[src/rtl/adc_sample_packer.sv]
// adc_sample_packer
// -----------------
// Decimates a one-sample-per-clock ADC stream and packs SPW accepted samples,
// plus two status bits, into each FIFO write word. Capture ends after a
// programmed number of accepted samples or when capture_go_i drops. At the end
// of a capture, any partial word is flushed. A word that meets a full
// downstream FIFO is dropped, and that drop is recorded in a sticky flag.
//
// Word layout (k = 0 is the oldest sample):
//   [k*ADC_WIDTH +: ADC_WIDTH]  sample k
//   [WORD_WIDTH-1]              OR of adc_or over the samples in the word
//   [WORD_WIDTH-2]              adc_trig_status of the newest sample
//   all other bits              0
//
// Ports:
//   adc_sampleclk    sole clock, rising edge
//   reset_n_i        asynchronous active-low reset
//   adc_datain       ADC sample
//   adc_or           ADC over-range flag for this sample
//   adc_trig_status  trigger status for this sample
//   capture_go_i     level request; high starts and sustains a capture
//   max_samples_i    accepted-sample limit, latched at capture start
//   decimate_i       keep 1 of every decimate_i+1 samples, latched at start
//   fifo_full_i      downstream FIFO full
//   fifo_din_o       packed word
//   fifo_wr_en_o     one-cycle write strobe
//   fifo_last_o      marks the final word of a capture (only with wr_en)
//   fifo_slots_o     number of valid sample slots in the written word
//   capture_stop_o   high while flushing or done
//   capture_done_o   high when done
//   overflow_o       sticky: at least one word was dropped
//   samples_o        accepted-sample count
module adc_sample_packer #(
    parameter int ADC_WIDTH   = 10,
    parameter int WORD_WIDTH  = 32,
    parameter int CNT_WIDTH   = 32,
    parameter int DECIM_WIDTH = 16,
    localparam int SPW        = (WORD_WIDTH - 2) / ADC_WIDTH,
    localparam int SLOT_W     = $clog2(SPW + 1)
) (
    input  logic                   adc_sampleclk,
    input  logic                   reset_n_i,
    input  logic [ADC_WIDTH-1:0]   adc_datain,
    input  logic                   adc_or,
    input  logic                   adc_trig_status,
    input  logic                   capture_go_i,
    input  logic [CNT_WIDTH-1:0]   max_samples_i,
    input  logic [DECIM_WIDTH-1:0] decimate_i,
    input  logic                   fifo_full_i,
    output logic [WORD_WIDTH-1:0]  fifo_din_o,
    output logic                   fifo_wr_en_o,
    output logic                   fifo_last_o,
    output logic [SLOT_W-1:0]      fifo_slots_o,
    output logic                   capture_stop_o,
    output logic                   capture_done_o,
    output logic                   overflow_o,
    output logic [CNT_WIDTH-1:0]   samples_o
);

    generate
        if (SPW < 1) begin : g_spw_check
            $error("adc_sample_packer: WORD_WIDTH-2 cannot hold one ADC sample");
        end
    endgenerate

    typedef enum logic [1:0] {
        ST_IDLE    = 2'd0,
        ST_CAPTURE = 2'd1,
        ST_FLUSH   = 2'd2,
        ST_DONE    = 2'd3
    } state_e;

    state_e                 state_q,      state_d;
    logic [CNT_WIDTH-1:0]   limit_q,      limit_d;
    logic [DECIM_WIDTH-1:0] decim_q,      decim_d;
    logic [DECIM_WIDTH-1:0] dcnt_q,       dcnt_d;
    logic [SLOT_W-1:0]      slot_q,       slot_d;
    logic [WORD_WIDTH-1:0]  word_q,       word_d;
    logic [CNT_WIDTH-1:0]   samples_q,    samples_d;
    logic [WORD_WIDTH-1:0]  fifo_din_q,   fifo_din_d;
    logic                   fifo_wr_en_q, fifo_wr_en_d;
    logic                   fifo_last_q,  fifo_last_d;
    logic [SLOT_W-1:0]      fifo_slots_q, fifo_slots_d;
    logic                   stop_q,       stop_d;
    logic                   done_q,       done_d;
    logic                   overflow_q,   overflow_d;

    logic                   accept_s;
    logic                   stop_now_s;
    logic                   emit_s;
    logic                   emit_last_s;
    logic [WORD_WIDTH-1:0]  emit_word_s;
    logic [SLOT_W-1:0]      emit_slots_s;
    logic [WORD_WIDTH-1:0]  word_ins_s;

    // Insert one sample into its slot and refresh the status bits.
    // Unused slots are zero, so OR-ing the sample in is enough.
    function automatic logic [WORD_WIDTH-1:0] pack_sample(
        input logic [WORD_WIDTH-1:0] word,
        input logic [SLOT_W-1:0]     slot,
        input logic [ADC_WIDTH-1:0]  data,
        input logic                  ovr,
        input logic                  trig
    );
        logic [WORD_WIDTH-1:0] res;
        res = word | (WORD_WIDTH'(data) << (ADC_WIDTH * int'(slot)));
        res[WORD_WIDTH-1] = word[WORD_WIDTH-1] | ovr;
        res[WORD_WIDTH-2] = trig;
        return res;
    endfunction

    // State, datapath and output registers.
    always_ff @(posedge adc_sampleclk or negedge reset_n_i) begin
        if (!reset_n_i) begin
            state_q      <= ST_IDLE;
            limit_q      <= '0;
            decim_q      <= '0;
            dcnt_q       <= '0;
            slot_q       <= '0;
            word_q       <= '0;
            samples_q    <= '0;
            fifo_din_q   <= '0;
            fifo_wr_en_q <= 1'b0;
            fifo_last_q  <= 1'b0;
            fifo_slots_q <= '0;
            stop_q       <= 1'b0;
            done_q       <= 1'b0;
            overflow_q   <= 1'b0;
        end else begin
            state_q      <= state_d;
            limit_q      <= limit_d;
            decim_q      <= decim_d;
            dcnt_q       <= dcnt_d;
            slot_q       <= slot_d;
            word_q       <= word_d;
            samples_q    <= samples_d;
            fifo_din_q   <= fifo_din_d;
            fifo_wr_en_q <= fifo_wr_en_d;
            fifo_last_q  <= fifo_last_d;
            fifo_slots_q <= fifo_slots_d;
            stop_q       <= stop_d;
            done_q       <= done_d;
            overflow_q   <= overflow_d;
        end
    end

    // Next-state, packing and write-issue logic.
    always_comb begin
        state_d      = state_q;
        limit_d      = limit_q;
        decim_d      = decim_q;
        dcnt_d       = dcnt_q;
        slot_d       = slot_q;
        word_d       = word_q;
        samples_d    = samples_q;
        fifo_din_d   = fifo_din_q;
        fifo_wr_en_d = 1'b0;
        fifo_last_d  = 1'b0;
        fifo_slots_d = fifo_slots_q;
        overflow_d   = overflow_q;
        accept_s     = 1'b0;
        stop_now_s   = 1'b0;
        emit_s       = 1'b0;
        emit_last_s  = 1'b0;
        emit_word_s  = '0;
        emit_slots_s = '0;
        word_ins_s   = pack_sample(word_q, slot_q, adc_datain, adc_or, adc_trig_status);

        case (state_q)
            ST_IDLE: begin
                if (capture_go_i) begin
                    limit_d    = max_samples_i;
                    decim_d    = decimate_i;
                    dcnt_d     = '0;
                    slot_d     = '0;
                    word_d     = '0;
                    samples_d  = '0;
                    overflow_d = 1'b0;
                    // A zero limit can never accept a sample, so skip straight to FLUSH.
                    if (max_samples_i == '0) begin
                        state_d = ST_FLUSH;
                    end else begin
                        state_d = ST_CAPTURE;
                    end
                end else begin
                    state_d = ST_IDLE;
                end
            end

            ST_CAPTURE: begin
                accept_s = (dcnt_q == '0);
                if (dcnt_q == decim_q) begin
                    dcnt_d = '0;
                end else begin
                    dcnt_d = dcnt_q + DECIM_WIDTH'(1);
                end
                // The sample on the stopping edge is still accepted.
                stop_now_s = !capture_go_i ||
                             (accept_s && ((samples_q + CNT_WIDTH'(1)) == limit_q));
                if (accept_s) begin
                    samples_d = samples_q + CNT_WIDTH'(1);
                    if (slot_q == SLOT_W'(SPW - 1)) begin
                        // The word is complete. If this is also the final
                        // accept, it is the last word, and FLUSH has nothing
                        // left to write.
                        emit_s       = 1'b1;
                        emit_word_s  = word_ins_s;
                        emit_slots_s = SLOT_W'(SPW);
                        emit_last_s  = stop_now_s;
                        slot_d       = '0;
                        word_d       = '0;
                    end else begin
                        slot_d = slot_q + SLOT_W'(1);
                        word_d = word_ins_s;
                    end
                end else begin
                    samples_d = samples_q;
                end
                if (stop_now_s) begin
                    state_d = ST_FLUSH;
                end else begin
                    state_d = ST_CAPTURE;
                end
            end

            ST_FLUSH: begin
                if (slot_q != '0) begin
                    emit_s       = 1'b1;
                    emit_word_s  = word_q;
                    emit_slots_s = slot_q;
                    emit_last_s  = 1'b1;
                end else begin
                    emit_s = 1'b0;
                end
                slot_d  = '0;
                word_d  = '0;
                state_d = ST_DONE;
            end

            ST_DONE: begin
                if (!capture_go_i) begin
                    state_d = ST_IDLE;
                end else begin
                    state_d = ST_DONE;
                end
            end

            default: begin
                state_d = ST_IDLE;
            end
        endcase

        // A word that meets a full FIFO is dropped. Packing continues normally.
        if (emit_s) begin
            if (fifo_full_i) begin
                overflow_d = 1'b1;
            end else begin
                fifo_wr_en_d = 1'b1;
                fifo_din_d   = emit_word_s;
                fifo_last_d  = emit_last_s;
                fifo_slots_d = emit_slots_s;
            end
        end else begin
            fifo_wr_en_d = 1'b0;
        end
    end

    // Stop and done are registered from the next state, so they track the state register.
    always_comb begin
        stop_d = (state_d == ST_FLUSH) || (state_d == ST_DONE);
        done_d = (state_d == ST_DONE);
    end

    assign fifo_din_o     = fifo_din_q;
    assign fifo_wr_en_o   = fifo_wr_en_q;
    assign fifo_last_o    = fifo_last_q;
    assign fifo_slots_o   = fifo_slots_q;
    assign capture_stop_o = stop_q;
    assign capture_done_o = done_q;
    assign overflow_o     = overflow_q;
    assign samples_o      = samples_q;

endmodule

[config.mk]
export PLATFORM = sky130hd
export DESIGN_NAME = adc_sample_packer
export DESIGN_NICKNAME = d
export VERILOG_FILES = /design/src/rtl/adc_sample_packer.sv
export SDC_FILE = /design/constraint.sdc
export NUM_CORES = 1
export LEC_CHECK = 0
export CAP_MARGIN = 0
export CORE_UTILIZATION = 55
export CTS_CLUSTER_DIAMETER = 40
export DETAILED_ROUTE_END_ITERATION = 6
export DONT_BUFFER_PORTS = 1
export PLACE_DENSITY = 0.78
export SYNTH_ARGS = -nofsm -noshare
export SYNTH_HDL_FRONTEND = slang
export SYNTH_SLANG_ARGS = --single-unit
[constraint.sdc]
create_clock -name adc_sampleclk -period 6.9 [get_ports adc_sampleclk]
set_input_delay 1.035 -clock adc_sampleclk [delete_from_list [all_inputs] [get_ports adc_sampleclk]]
set_output_delay 1.035 -clock adc_sampleclk [all_outputs]
set_load 0.01 [all_outputs]
Word level (Yosys, flattened, before mapping)
Index checks and enable logic that the tools add are counted.
{"block": "totals", "out_inout_bits": 71, "in_bits": 64, "wordCells": 88, "reg_bits": 171}
{"block": "classes", "n_mux": 41, "add_sub_neg": 3, "n_eq_ne": 10, "n_bitwise": 3, "reduce_logical": 15, "multipliers": 1, "shift": 1}
{"cell": "two-way mux 32 bit", "n": 7}
{"cell": "one-hot mux 32 bit (2 select lines)", "n": 2}
{"cell": "one-hot mux 32 bit (3 select lines)", "n": 1}
{"cell": "adder 32 x 1 -> 32 bit (second input constant)", "n": 1}
{"cell": "== test 32 bit", "n": 1}
{"cell": "logical NOT 32 bit", "n": 1}
{"cell": "two-way mux 16 bit", "n": 2}
{"cell": "one-hot mux 16 bit (2 select lines)", "n": 1}
{"cell": "OR 30 bit", "n": 1}
{"cell": "left shift 10 x 6 -> 30 bit", "n": 1}
{"cell": "two-way mux 2 bit", "n": 10}
{"cell": "adder 16 x 1 -> 16 bit (second input constant)", "n": 1}
{"cell": "== test 16 bit", "n": 1}
{"cell": "logical NOT 16 bit", "n": 1}
{"cell": "two-way mux 1 bit", "n": 13}
{"cell": "== test 2 bit (second input constant)", "n": 5}
{"cell": "one-hot mux 2 bit (4 select lines)", "n": 1}
{"cell": "one-hot mux 2 bit (3 select lines)", "n": 1}
{"cell": "AND reduction 2 bit", "n": 3}
{"cell": "AND reduction 3 bit", "n": 2}
{"cell": "multiplier 3 x 2 -> 5 bit (first input constant)", "n": 1}
{"cell": "inequality test 2 bit (second input constant)", "n": 2}
{"cell": "one-hot mux 1 bit (2 select lines)", "n": 2}
{"cell": "one-hot mux 2 bit (2 select lines)", "n": 1}
{"cell": "10 further kinds", "n": 12}

Longest topological paths before layout
{"block": "logic_depth", "depth_word": 9, "mapped_depth": 13, "mapped_depth_nobuf": 11}

Worst setup path before layout
No wires, ideal clock.
{"block": "synth_path", "path_type": "flip-flop to flip-flop", "start": "reg samples_q[3], in the netlist samples_o[3]", "end": "reg fifo_last_q, in the netlist fifo_last_o", "setup_ps": 65, "path_stages_with_launch": 11, "path_slack_ps": 3905, "arrival_time_ps": 2930, "synth_period_minus_slack_ps": 2995, "t_required_ps": 6835, "path_buffers": 2, "path_cell_list": "dfrtp_1 buf_2 and4_1 buf_4 nand4_4 or4_1 xnor2_1 a221o_1 or4b_4 o31ai_4 o21a_1"}
{"block": "synth_between", "elab_chain_len": 9}
{"element": "from (decl)", "line_no": "79", "rtl": "logic [CNT_WIDTH-1:0] samples_q, samples_d;"}
{"element": "from (signal assigned)", "line_no": "136", "rtl": "samples_q <= samples_d;"}
{"element": "adder 32 x 1 -> 32 bit", "line_no": "199", "rtl": "(accept_s && ((samples_q + CNT_WIDTH'(1)) == limit_q));"}
{"element": "== test 32 bit", "line_no": "199"}
{"element": "logical AND 1 bit", "line_no": "199"}
{"element": "logical OR 1 bit", "line_no": "198", "rtl": "stop_now_s = !capture_go_i ||"}
{"element": "two-way mux 1 bit", "line_no": "202", "rtl": "if (slot_q == SLOT_W'(SPW - 1)) begin"}
{"element": "two-way mux 1 bit", "line_no": "200", "rtl": "if (accept_s) begin"}
{"element": "one-hot mux 1 bit (2 select lines)", "line_no": "169", "rtl": "case (state_q)"}
{"element": "two-way mux 1 bit", "line_no": "255", "rtl": "if (fifo_full_i) begin"}
{"element": "two-way mux 1 bit", "line_no": "254", "rtl": "if (emit_s) begin"}
{"element": "net fifo_last_d", "line_no": "82", "rtl": "logic fifo_last_q, fifo_last_d;"}
{"element": "to (signal assigned)", "line_no": "139", "rtl": "fifo_last_q <= fifo_last_d;"}
{"element": "to (decl)", "line_no": "82"}
The timed path passes the listed nets, and every way through them passes these cells.
A chain may end at the register's enable or synchronous reset.

Final worst setup path
{"block": "layout_path", "start": "reg state_q[1]", "end": "reg fifo_din_q[2], in the netlist fifo_din_o[2]"}
{"block": "layout_between", "elab_chain_len": 3, "word_cells_on_any_way": 5, "classes_between": "eq/ne: 2; mux: 2; reduce/logical: 1"}
{"element": "from (decl)", "line_no": "73", "rtl": "state_e state_q, state_d;"}
{"element": "from (signal assigned)", "line_no": "130", "rtl": "state_q <= state_d;"}
{"element": "== test 2 bit or == test 2 x 1 -> 1 bit (tied branches)", "line_no": "169"}
{"element": "one-hot mux 1 bit (2 select lines)", "line_no": "169"}
{"element": "AND reduction 2 bit (no line)"}
{"element": "to (signal assigned)", "line_no": "137", "rtl": "fifo_din_q <= fifo_din_d;"}
{"element": "to (decl)", "line_no": "80", "rtl": "logic [WORD_WIDTH-1:0] fifo_din_q, fifo_din_d;"}
Parallel ways exist; a longest one is shown, timed or not.

==> results.sh <==
export IMPL_fin_crit_ns=3.65
export IMPL_placed_cells=1052
export IMPL_cts_resized=0
export IMPL_cp_top_family="simple AND/OR/NAND/NOR gates"
export IMPL_rrSetupSlack_ns=3.25
export IMPL_status="complete, no violations"
export IMPL_hold_class="primary input to async pin"
export IMPL_routed_via_density=6.13
export IMPL_synth_top_cell_area_share_pct=49.5
export IMPL_start_util_pct=56.7
export IMPL_ys_flop_type="dfrtp_1"
export IMPL_drtIter0Drc=577
export IMPL_antenna_found_initial=0
export IMPL_finalWeightedCongestion=0.925
export IMPL_grt_pass1_vias=6331
export IMPL_final_cells=1083
export IMPL_max_slew_margin_pct=19.6
export IMPL_ioPinCount=135
export IMPL_grt_max_degree=172
export IMPL_synth_area_top_cells="dfrtp_1 49%, mux2_2 6.5%, nand2_1 5.6%"
export IMPL_clk_path_buf_depth=2
export IMPL_worst_ep_required_time_ns=7.28
export IMPL_syn_num_nets=957
export IMPL_io_buffer_count=0
export IMPL_htree_levels=4
export IMPL_synthTopCellsByCount="171 x dfrtp_1, 129 x nand2_1, 79 x o21ai_0"
export IMPL_coreArea_mm2=0.0153
export IMPL_p_leak_uw=0.00404
export IMPL_die_w_um=127
export IMPL_hold_viol=0
export IMPL_syn_area_mm2=0.00865
export IMPL_synth_edf_count=0
export IMPL_grt_pass1_wl_um=33400
export IMPL_fmax_mhz=274
export IMPL_drv_slew=0
export IMPL_synthCells=886
export IMPL_tns_ns=0
export IMPL_reg2reg_to="fifo_din_o[2]"
export IMPL_die_h_um=127
export IMPL_crit_start="state_q[1]"
export IMPL_cts_buffers=17
export IMPL_synth_cell_types=66
export IMPL_rsz0062_at_grt="false"
export IMPL_overflow=0
export IMPL_postRouteWirelength_um=20700
export IMPL_yosys_cell_count_top_type="dfrtp_1"
export IMPL_async_flop_share_pct=100
export IMPL_arrival_ns=4.03
export IMPL_cpMaxStageDelayCell="nor3_2"
export IMPL_dp_hpwl_um=14100
export IMPL_skew_ns=0.00903
export IMPL_crit_end="fifo_din_o[2]"
export IMPL_routedWlPerCell_um=19.1
export IMPL_postCtsSetupBuffers=0
export IMPL_crit_chain="inv_1, ha_1, inv_1, nor3_2, or2_2, nand2_1, or2_1, inv_1, nand3_1, nand2_1"
export IMPL_cts_tree="done"
export IMPL_worst_pin_slew_ns=1.21
export IMPL_end_kind="flip-flop"
export IMPL_ir_worst_vdd_v=0.000213
export IMPL_drv_cap=0
export IMPL_layout_drive_gt1_share_pct=12.2
export IMPL_path_depth=10
export IMPL_syn_to_final_growth_pct=7.84
export IMPL_clkLatencyLatePin_ns=0.44
export IMPL_cts_sinks=171
export IMPL_crit_buf_inv=3
export IMPL_fp_row_count=45
export IMPL_synth_seq_cells=171
export IMPL_r2r_start="state_q[1]"
export IMPL_p_per_area_mw_per_mm2=394
export IMPL_die_area_mm2=0.0162
export IMPL_setup_violations=0
export IMPL_cts_clk_slew_worst_paths_ns=0.07
export IMPL_yosysTopAreaCell="dfrtp_1"
export IMPL_vias=6637
export IMPL_cts_root_buf="clkbuf_16"
export IMPL_cpMostUsedCell="inv_1"
export IMPL_syn_area_per_cell_um2=9.76
export IMPL_cts_hold_buf=0
export IMPL_r2r_cells=10
export IMPL_nNetsFinal=931
export IMPL_ys_warn_count=0
export IMPL_grt_usage_pct=26.4
export IMPL_seq_area_frac_synth_pct=49.5
export IMPL_ant_nets=0
export IMPL_drc_errors=0
export IMPL_num_antenna_cells=0
export IMPL_crit_fanout=22
export IMPL_start_kind="flip-flop"
export IMPL_first_pass_iters=7
export IMPL_fin_crit_sh_pct=53.0
export IMPL_path_class="flip-flop to flip-flop"
export IMPL_cpPeakStageDelay_ns=0.86
[worst min path at each step]
stage / start / to / cells after the start
floorplan: word_q[6] / fifo_din_o[6] / 2
global placement: word_q[8] / fifo_din_o[8] / 2
detailed placement: word_q[15] / fifo_din_o[15] / 2
CTS: reset_n_i / dcnt_q[2] / 0
global route: reset_n_i / fifo_din_o[20] / 0
finish: reset_n_i / dcnt_q[7] / 0
[power by group]
part	internal, uW	leakage [uW]	switching, uW
sequential	1280	0.00225	254
clock	513	0.000285	439
combinational	507	0.00151	687
[flip-flops by register name, indices dropped and copies added (netlist names)]
register        cells
fifo_din_o         32
limit_q            32
samples_o          32
word_q             32
dcnt_q             16
decim_q            16
fifo_slots_o        2
slot_q              2
state_q             2
capture_done_o      1
capture_stop_o      1
fifo_last_o         1
fifo_wr_en_o        1
overflow_o          1
[metrics by stage]
stage / worst slack [ns] / power, uW / hold WS, ns / utilization, % / instance area, um^2
after floorplan: 3.91 / 2420 / 0.439 / - / 8650
after global placement: 3.35 / 2690 / 0.453 / 57.4 / 8750
after detailed placement: 3.23 / 2730 / 0.457 / 57.4 / 8750
after CTS: 3.20 / 3690 / 0.284 / 61.1 / 9330
after global routing: 2.91 / 3900 / 0.272 / 61.1 / 9330
final: 3.25 / 3680 / 0.296 / 61.1 / 9330
[area by class of cell]
class | instances | area [um^2]
clock inverter | 14 | 151
clock buffer | 17 | 425
sequential | 171 | 4280
tap | 211 | 264
multi-input combinational | 652 | 4120
fill | 1286 | 5930
timing repair buffer | 5 | 37.5
inverter | 13 | 48.8
[layer usage]
layer	vias to the layer above	GRT usage (%)	wire, um
li1	3119	-	-
met4	0	11.5	480
met5	-	0	0
met1	3227	34.1	8830
met2	255	41.9	9880
met3	36	7.33	1520
[placed cells by master, fill, tap and decap left out, types with 6 or more instances in the layout]
cell type    n
a21oi_1     57
and2_1       6
and3_1      12
and4_1       8
clkbuf_16   17
dfrtp_1    171
ha_1         7
inv_1       13
mux2_2      50
nand2_1    128
nand2b_1     8
nand3_1     28
nand4_1     14
nor2_1      55
nor2b_1      6
nor3_1      10
nor4_1      19
o21ai_0     79
o31ai_1     22
xnor2_1     32
xor2_1      31
[cells by family (layout without fill, tap and decap cells)]
kind of cell             Yosys count  after routing  synth area share [%]
flip-flops                       171            171                  49.5
multiplexers                      53             53                  6.86
AND/OR/NAND/NOR                  328            328                  19.2
adder cells (fa/ha/maj)            7              7                  1.01
AO/OA/AOI/OAI                    201            201                  14.1
buffers and inverters             63             49                  3.01
XOR/XNOR                          63             63                  6.38
(Power assumes the default switching activity.)
